**src/rtl/ex_hazard_ctrl.sv**
```systemverilog
// EX-stage sequencing: load-use and mul/div structural stalls, branch/jump squash
// and redirect, mul/div occupancy tracking, and a saturating stall-cycle counter.
module ex_hazard_ctrl #(
  parameter int MD_LATENCY = 32,
  parameter int CNT_W      = 6,
  parameter int PERF_W     = 32
) (
  input  logic              clk,
  input  logic              rst,
  input  logic [4:0]        id_rs,
  input  logic [4:0]        id_rt,
  input  logic              id_uses_rt,
  input  logic              id_md_op,
  input  logic              id_reads_hilo,
  input  logic              id_ex_mem_read,
  input  logic [4:0]        id_ex_rt,
  input  logic              ex_md_start,
  input  logic              ex_mem_branch,
  input  logic              ex_mem_alu_zero,
  input  logic              ex_mem_jump,
  output logic              stall_if,
  output logic              stall_id,
  output logic              bubble_ex,
  output logic              flush_if,
  output logic              flush_id,
  output logic              flush_ex,
  output logic              pc_redirect,
  output logic              md_start_ack,
  output logic              md_busy,
  output logic              md_done,
  output logic [PERF_W-1:0] stall_count
);

  typedef enum logic {MD_IDLE, MD_RUN} md_state_t;

  md_state_t         state_reg;
  logic [CNT_W-1:0]  cnt_reg;
  logic [PERF_W-1:0] stall_cnt_reg;

  logic redirect;
  logic load_use;
  logic struct_haz;
  logic stall;

  assign redirect = ex_mem_jump | (ex_mem_branch & ex_mem_alu_zero);

  // r0 is hardwired to zero, so a load "into" it never creates a dependency.
  assign load_use = id_ex_mem_read && (id_ex_rt != 5'd0) &&
                    ((id_ex_rt == id_rs) || (id_uses_rt && (id_ex_rt == id_rt)));

  assign md_busy    = (state_reg == MD_RUN);
  assign struct_haz = md_busy & (id_md_op | id_reads_hilo);

  // The stalled instruction is being squashed by a redirect anyway.
  assign stall     = (load_use | struct_haz) & ~redirect;
  assign stall_if  = stall;
  assign stall_id  = stall;
  assign bubble_ex = stall;

  assign pc_redirect = redirect;
  assign flush_if    = redirect;
  assign flush_id    = redirect;
  assign flush_ex    = redirect;

  assign md_start_ack = (state_reg == MD_IDLE) & ex_md_start & ~redirect & ~rst;
  // A reset during the final cycle abandons the op, so HI/LO must not be written.
  assign md_done      = md_busy & (cnt_reg == '0) & ~rst;

  assign stall_count = stall_cnt_reg;

  always_ff @(posedge clk) begin
    if (rst) begin
      state_reg     <= MD_IDLE;
      cnt_reg       <= '0;
      stall_cnt_reg <= '0;
    end else begin
      if (stall && (stall_cnt_reg != '1))
        stall_cnt_reg <= stall_cnt_reg + PERF_W'(1);

      case (state_reg)
        MD_IDLE: begin
          if (md_start_ack) begin
            cnt_reg   <= CNT_W'(MD_LATENCY - 1);
            state_reg <= MD_RUN;
          end
        end
        MD_RUN: begin
          if (cnt_reg == '0)
            state_reg <= MD_IDLE;
          else
            cnt_reg <= cnt_reg - CNT_W'(1);
        end
        default: state_reg <= MD_IDLE;
      endcase
    end
  end

endmodule

```
**config.mk**
```make
export PLATFORM = sky130hd
export DESIGN_NAME = ex_hazard_ctrl
export DESIGN_NICKNAME = d
export VERILOG_FILES = /design/src/rtl/ex_hazard_ctrl.sv
export SDC_FILE = /design/constraint.sdc
export NUM_CORES = 1
export LEC_CHECK = 0
export CAP_MARGIN = 20
export CORE_MARGIN = 1
export CORE_UTILIZATION = 48
export CTS_CLUSTER_DIAMETER = 50
export DETAILED_ROUTE_END_ITERATION = 8
export PLACE_DENSITY = 0.8
export SYNTH_ARGS = -nofsm -noshare
export SYNTH_HDL_FRONTEND = slang
export SYNTH_SLANG_ARGS = --single-unit
```
**constraint.sdc**
```tcl
create_clock -name clk -period 2.5 [get_ports clk]
set_input_delay 0.375 -clock clk [delete_from_list [all_inputs] [get_ports clk]]
set_output_delay 0.375 -clock clk [all_outputs]
set_load 0.02 [all_outputs]
```
==> run_results.csv <==
group,metric,value,unit
run_status,outcome,"finished, final reports clean",
floorplan,die_w,71.9,um
cells_and_area,largest_register_ff_count,32,
timing,max_freq,422,MHz
critical_path,critPathTopFamily,"buffers and inverters",
synthesis,synthArstFlopShare,0,
route,vias_per_cell,5.68,
critical_path,cp-start-kind,"primary input",
power_and_ir_drop,clkPwrFrac,0.404,
timing,holdWs,0.517,ns
cells_and_area,layout-drive-gt1-share,0.133,
synthesis,ys_ff_latch,39,
critical_path,r2r-end,"stall_count[2]",
floorplan,ioPinCount,67,
timing,fin_crit,2.37,ns
critical_path,critical_path_depth,10,
worst_hold_path,hp-class,"reg -> reg",
timing,post-route-period-util,0.947,
synthesis,synth.most_common_cell,"dfxtp_1",
cts,cts_buffers,5,
synthesis,synth_edf_count,0,
power_and_ir_drop,power_frac_seq,0.471,
cells_and_area,syn_to_final_growth,37.5,%
cts,cts_tree,"built",
global_routing,track_usage,0.238,
synthesis,yosys_warnings,0,
critical_path,crit_chain,"clkdlybuf4s50_1 -> buf_4 -> xnor2_1 -> nand4_1 -> o22ai_1 -> a21oi_4 -> buf_4 -> buf_12 -> nor4_1 -> mux2_1",
critical_path,crit_path_end,"stall_count[19]",
power_and_ir_drop,p_sw,0.000316,W
place,postPlaceCellArea,3120,um^2
cts,cts_root_buffer,"clkbuf_8",
critical_path,critPathKind,"in -> reg",
critical_path,r2r-start,"stall_count[0]",
floorplan,die_h,71.9,um
critical_path,startpoint,"id_ex_rt[1]",
route,drtPass1Iterations,5,
global_routing,antenna_found_initial,0,
synthesis,synth_nets,308,
critical_path,r2r_slack,0.22,ns
global_routing,grt_pass1_wl,9720,um
power_and_ir_drop,vdd.ir_drop.worst,288,uV
floorplan,core,4720,um^2
route,wl_per_cell,14.1,um
power_and_ir_drop,swShare,0.232,
power_and_ir_drop,power_frac_comb,0.125,
synthesis,avgSynthCellArea,8.35,um^2
power_and_ir_drop,powerDensity,421,nW/um^2
timing,hold_viol,0,
cts,cts.path.max_buffers,2,
cts,cts.sinks,39,
cts,cts.htree.levels,2,
power_and_ir_drop,p_leak,1.09,nW
timing,skew,0.00521,ns
timing,finalMaxSlewViolations,0,
critical_path,cp_num_buf_inv,4,
floorplan,start_util,0.497,
timing,setup_viol,0,
global_routing,grt_pass1_vias,2110,
synthesis,syn_area,2350,um^2
power_and_ir_drop,total_power,0.00136,W
place,place.gp.congestion,0.806,
critical_path,rr_worst_depth,7,
synthesis,ys.flop_type,"dfxtp_1",
cts,clk_latency,0.29,ns
critical_path,worstPathArrival,2.54,ns
global_routing,grt-ovfl-total,0,
power_and_ir_drop,internal_power,0.00104,W
route,vias,2387,
critical_path,crit_top_cell,"buf_4",
route,drt_iter0_markers,192,
floorplan,num_rows,25,
cts,clk_transition_reported_paths,0.08,ns
cts,hold_buffers,0,
cells_and_area,design_area,3230,um^2
critical_path,worst_path_largest_cell_delay,0.41,ns
synthesis,synth_seq_area_share,0.333,
flow_run,cap_violations,0,
place,hpwl,4240,um
route,postRouteAntennaNets,0,
cells_and_area,final_nets,379,
place,io_buffers,66,
synthesis,yosys.area.top_type,"dfxtp_1",
route,postRouteWirelength,5910,um
critical_path,slowest_stage,"clkdlybuf4s50_1",
timing,worstMarginPinSlew,0.510,ns
cells_and_area,insertedDiodeCount,0,
synthesis,ys_top_cells_by_area,"dfxtp_1 33%, or4_1 6.4%, o31ai_1 6.1%, a21oi_1 5.8%, xnor2_1 4.1%",
timing,rsz0062_at_grt,"no",
synthesis,yosysUniqueCellTypes,42,
cells_and_area,final-seq-area,781,um^2
synthesis,synthDominantCellAreaShare,0.333,
synthesis,synthTopCellsByCount,"39 x dfxtp_1, 27 x a21oi_1, 20 x or4_1",
critical_path,crit_fanout,25,
global_routing,grt_start_max_net_pins,50,
route,drcViolationCount,0,
critical_path,cp-end-kind,"register",
cells_and_area,n_fill_cell,406,
floorplan,dieArea,5170,um^2
timing,max_slew_margin,0.659,
synthesis,synth_cells,281,
cells_and_area,multi_input_area,1410,um^2
critical_path,required,2.68,ns
how the worst min path moves through the flow:
| stage | depth (start not counted) | to | from | slack [ns] |
|---|---|---|---|---|
| floorplan | 1 | cnt_reg[0] | cnt_reg[0] | 0.47 |
| global placement | 2 | stall_count[29] | stall_count[29] | 0.50 |
| detailed placement | 2 | stall_count[14] | stall_count[14] | 0.50 |
| CTS | 2 | stall_count[14] | stall_count[14] | 0.52 |
| global route | 2 | stall_count[31] | stall_count[31] | 0.53 |
| finish | 2 | stall_count[27] | stall_count[27] | 0.52 |
layout make-up:
class | instances | share of cell area
clock buffer | 6 | 0.0256
clock inverter | 2 | 0.0109
inverter | 10 | 0.0116
multi-input combinational | 213 | 0.437
sequential | 39 | 0.242
tap | 67 | 0.0260
timing repair buffer | 83 | 0.247
power by group through the flow:
| stage | Sequential [W] | Combinational [W] | Clock, W |
|---|---|---|---|
| 2_1_floorplan | 0.000655 | 0.0000922 | 0 |
| 3_3_place_gp | 0.000655 | 0.000167 | 0 |
| 3_5_place_dp | 0.000655 | 0.000171 | 0 |
| 4_1_cts | 0.000641 | 0.000171 | 0.000558 |
| 5_1_grt | 0.000643 | 0.000185 | 0.000590 |
| 6_report | 0.000641 | 0.000170 | 0.000549 |
cell usage in the layout, fill, tap and decap left out, drive strengths merged:
master / instances
clkdlybuf4s50: 63
dfxtp: 39
a21oi: 28
nor2: 21
or4: 20
nand3: 20
o31ai: 19
nand2: 17
buf: 17
nand4: 12
xnor2: 11
inv: 10
nor2b: 10
nor3: 10
mux2: 10
clkbuf: 9
nor4: 7
o21ai: 6
and3: 4
xor2: 3
and4: 3
nand3b: 2
or3: 2
a311oi: 2
ha: 2
o22ai: 1
nor3b: 1
and2: 1
a21o: 1
bufinv: 1
clkinv: 1
tightest hold or removal path, cell delays in order, from the launching register on:
cell     delay [ns]
dfxtp_1        0.34
o31ai_1        0.07
a21oi_1        0.06
kinds of logic after synthesis:
logic type / Yosys count / synth area share
and+or+nand+nor: 130 / 0.335
AOI/OAI and AO/OA: 57 / 0.151
DFF: 39 / 0.333
buffers and inverters: 29 / 0.0698
xor gates and xnor gates: 14 / 0.0522
muxes: 10 / 0.0480
adders and majority gates: 2 / 0.0107
stage by stage:
stage	cells	worst slack, ns	setup TNS (ns)	utilization
after floorplan	281	0.352	0	-
after global routing	420	0.0317	0	0.683
final	420	0.132	0	0.683
after CTS	420	0.0107	0	0.684
after detailed placement	412	-0.221	-2.78	0.660
after global placement	412	-0.183	-1.47	0.660
what timing repair did:
item	in CTS	in global routing
setup buffers	0	0
endpoints found under the setup margin	3	4
gates resized for setup	3	7
endpoints found under the hold margin	0	0
per-layer routing:
| metal | vias up | GRT usage | share of wire |
|---|---|---|---|
| li1 | 1193 | - | - |
| met1 | 1114 | 0.320 | 0.47 |
| met2 | 76 | 0.376 | 0.48 |
| met3 | 4 | 0.0472 | 0.043 |
| met4 | 0 | 0.0937 | 0.0093 |
| met5 | - | 0 | 0 |
(Power assumes the default switching activity.)
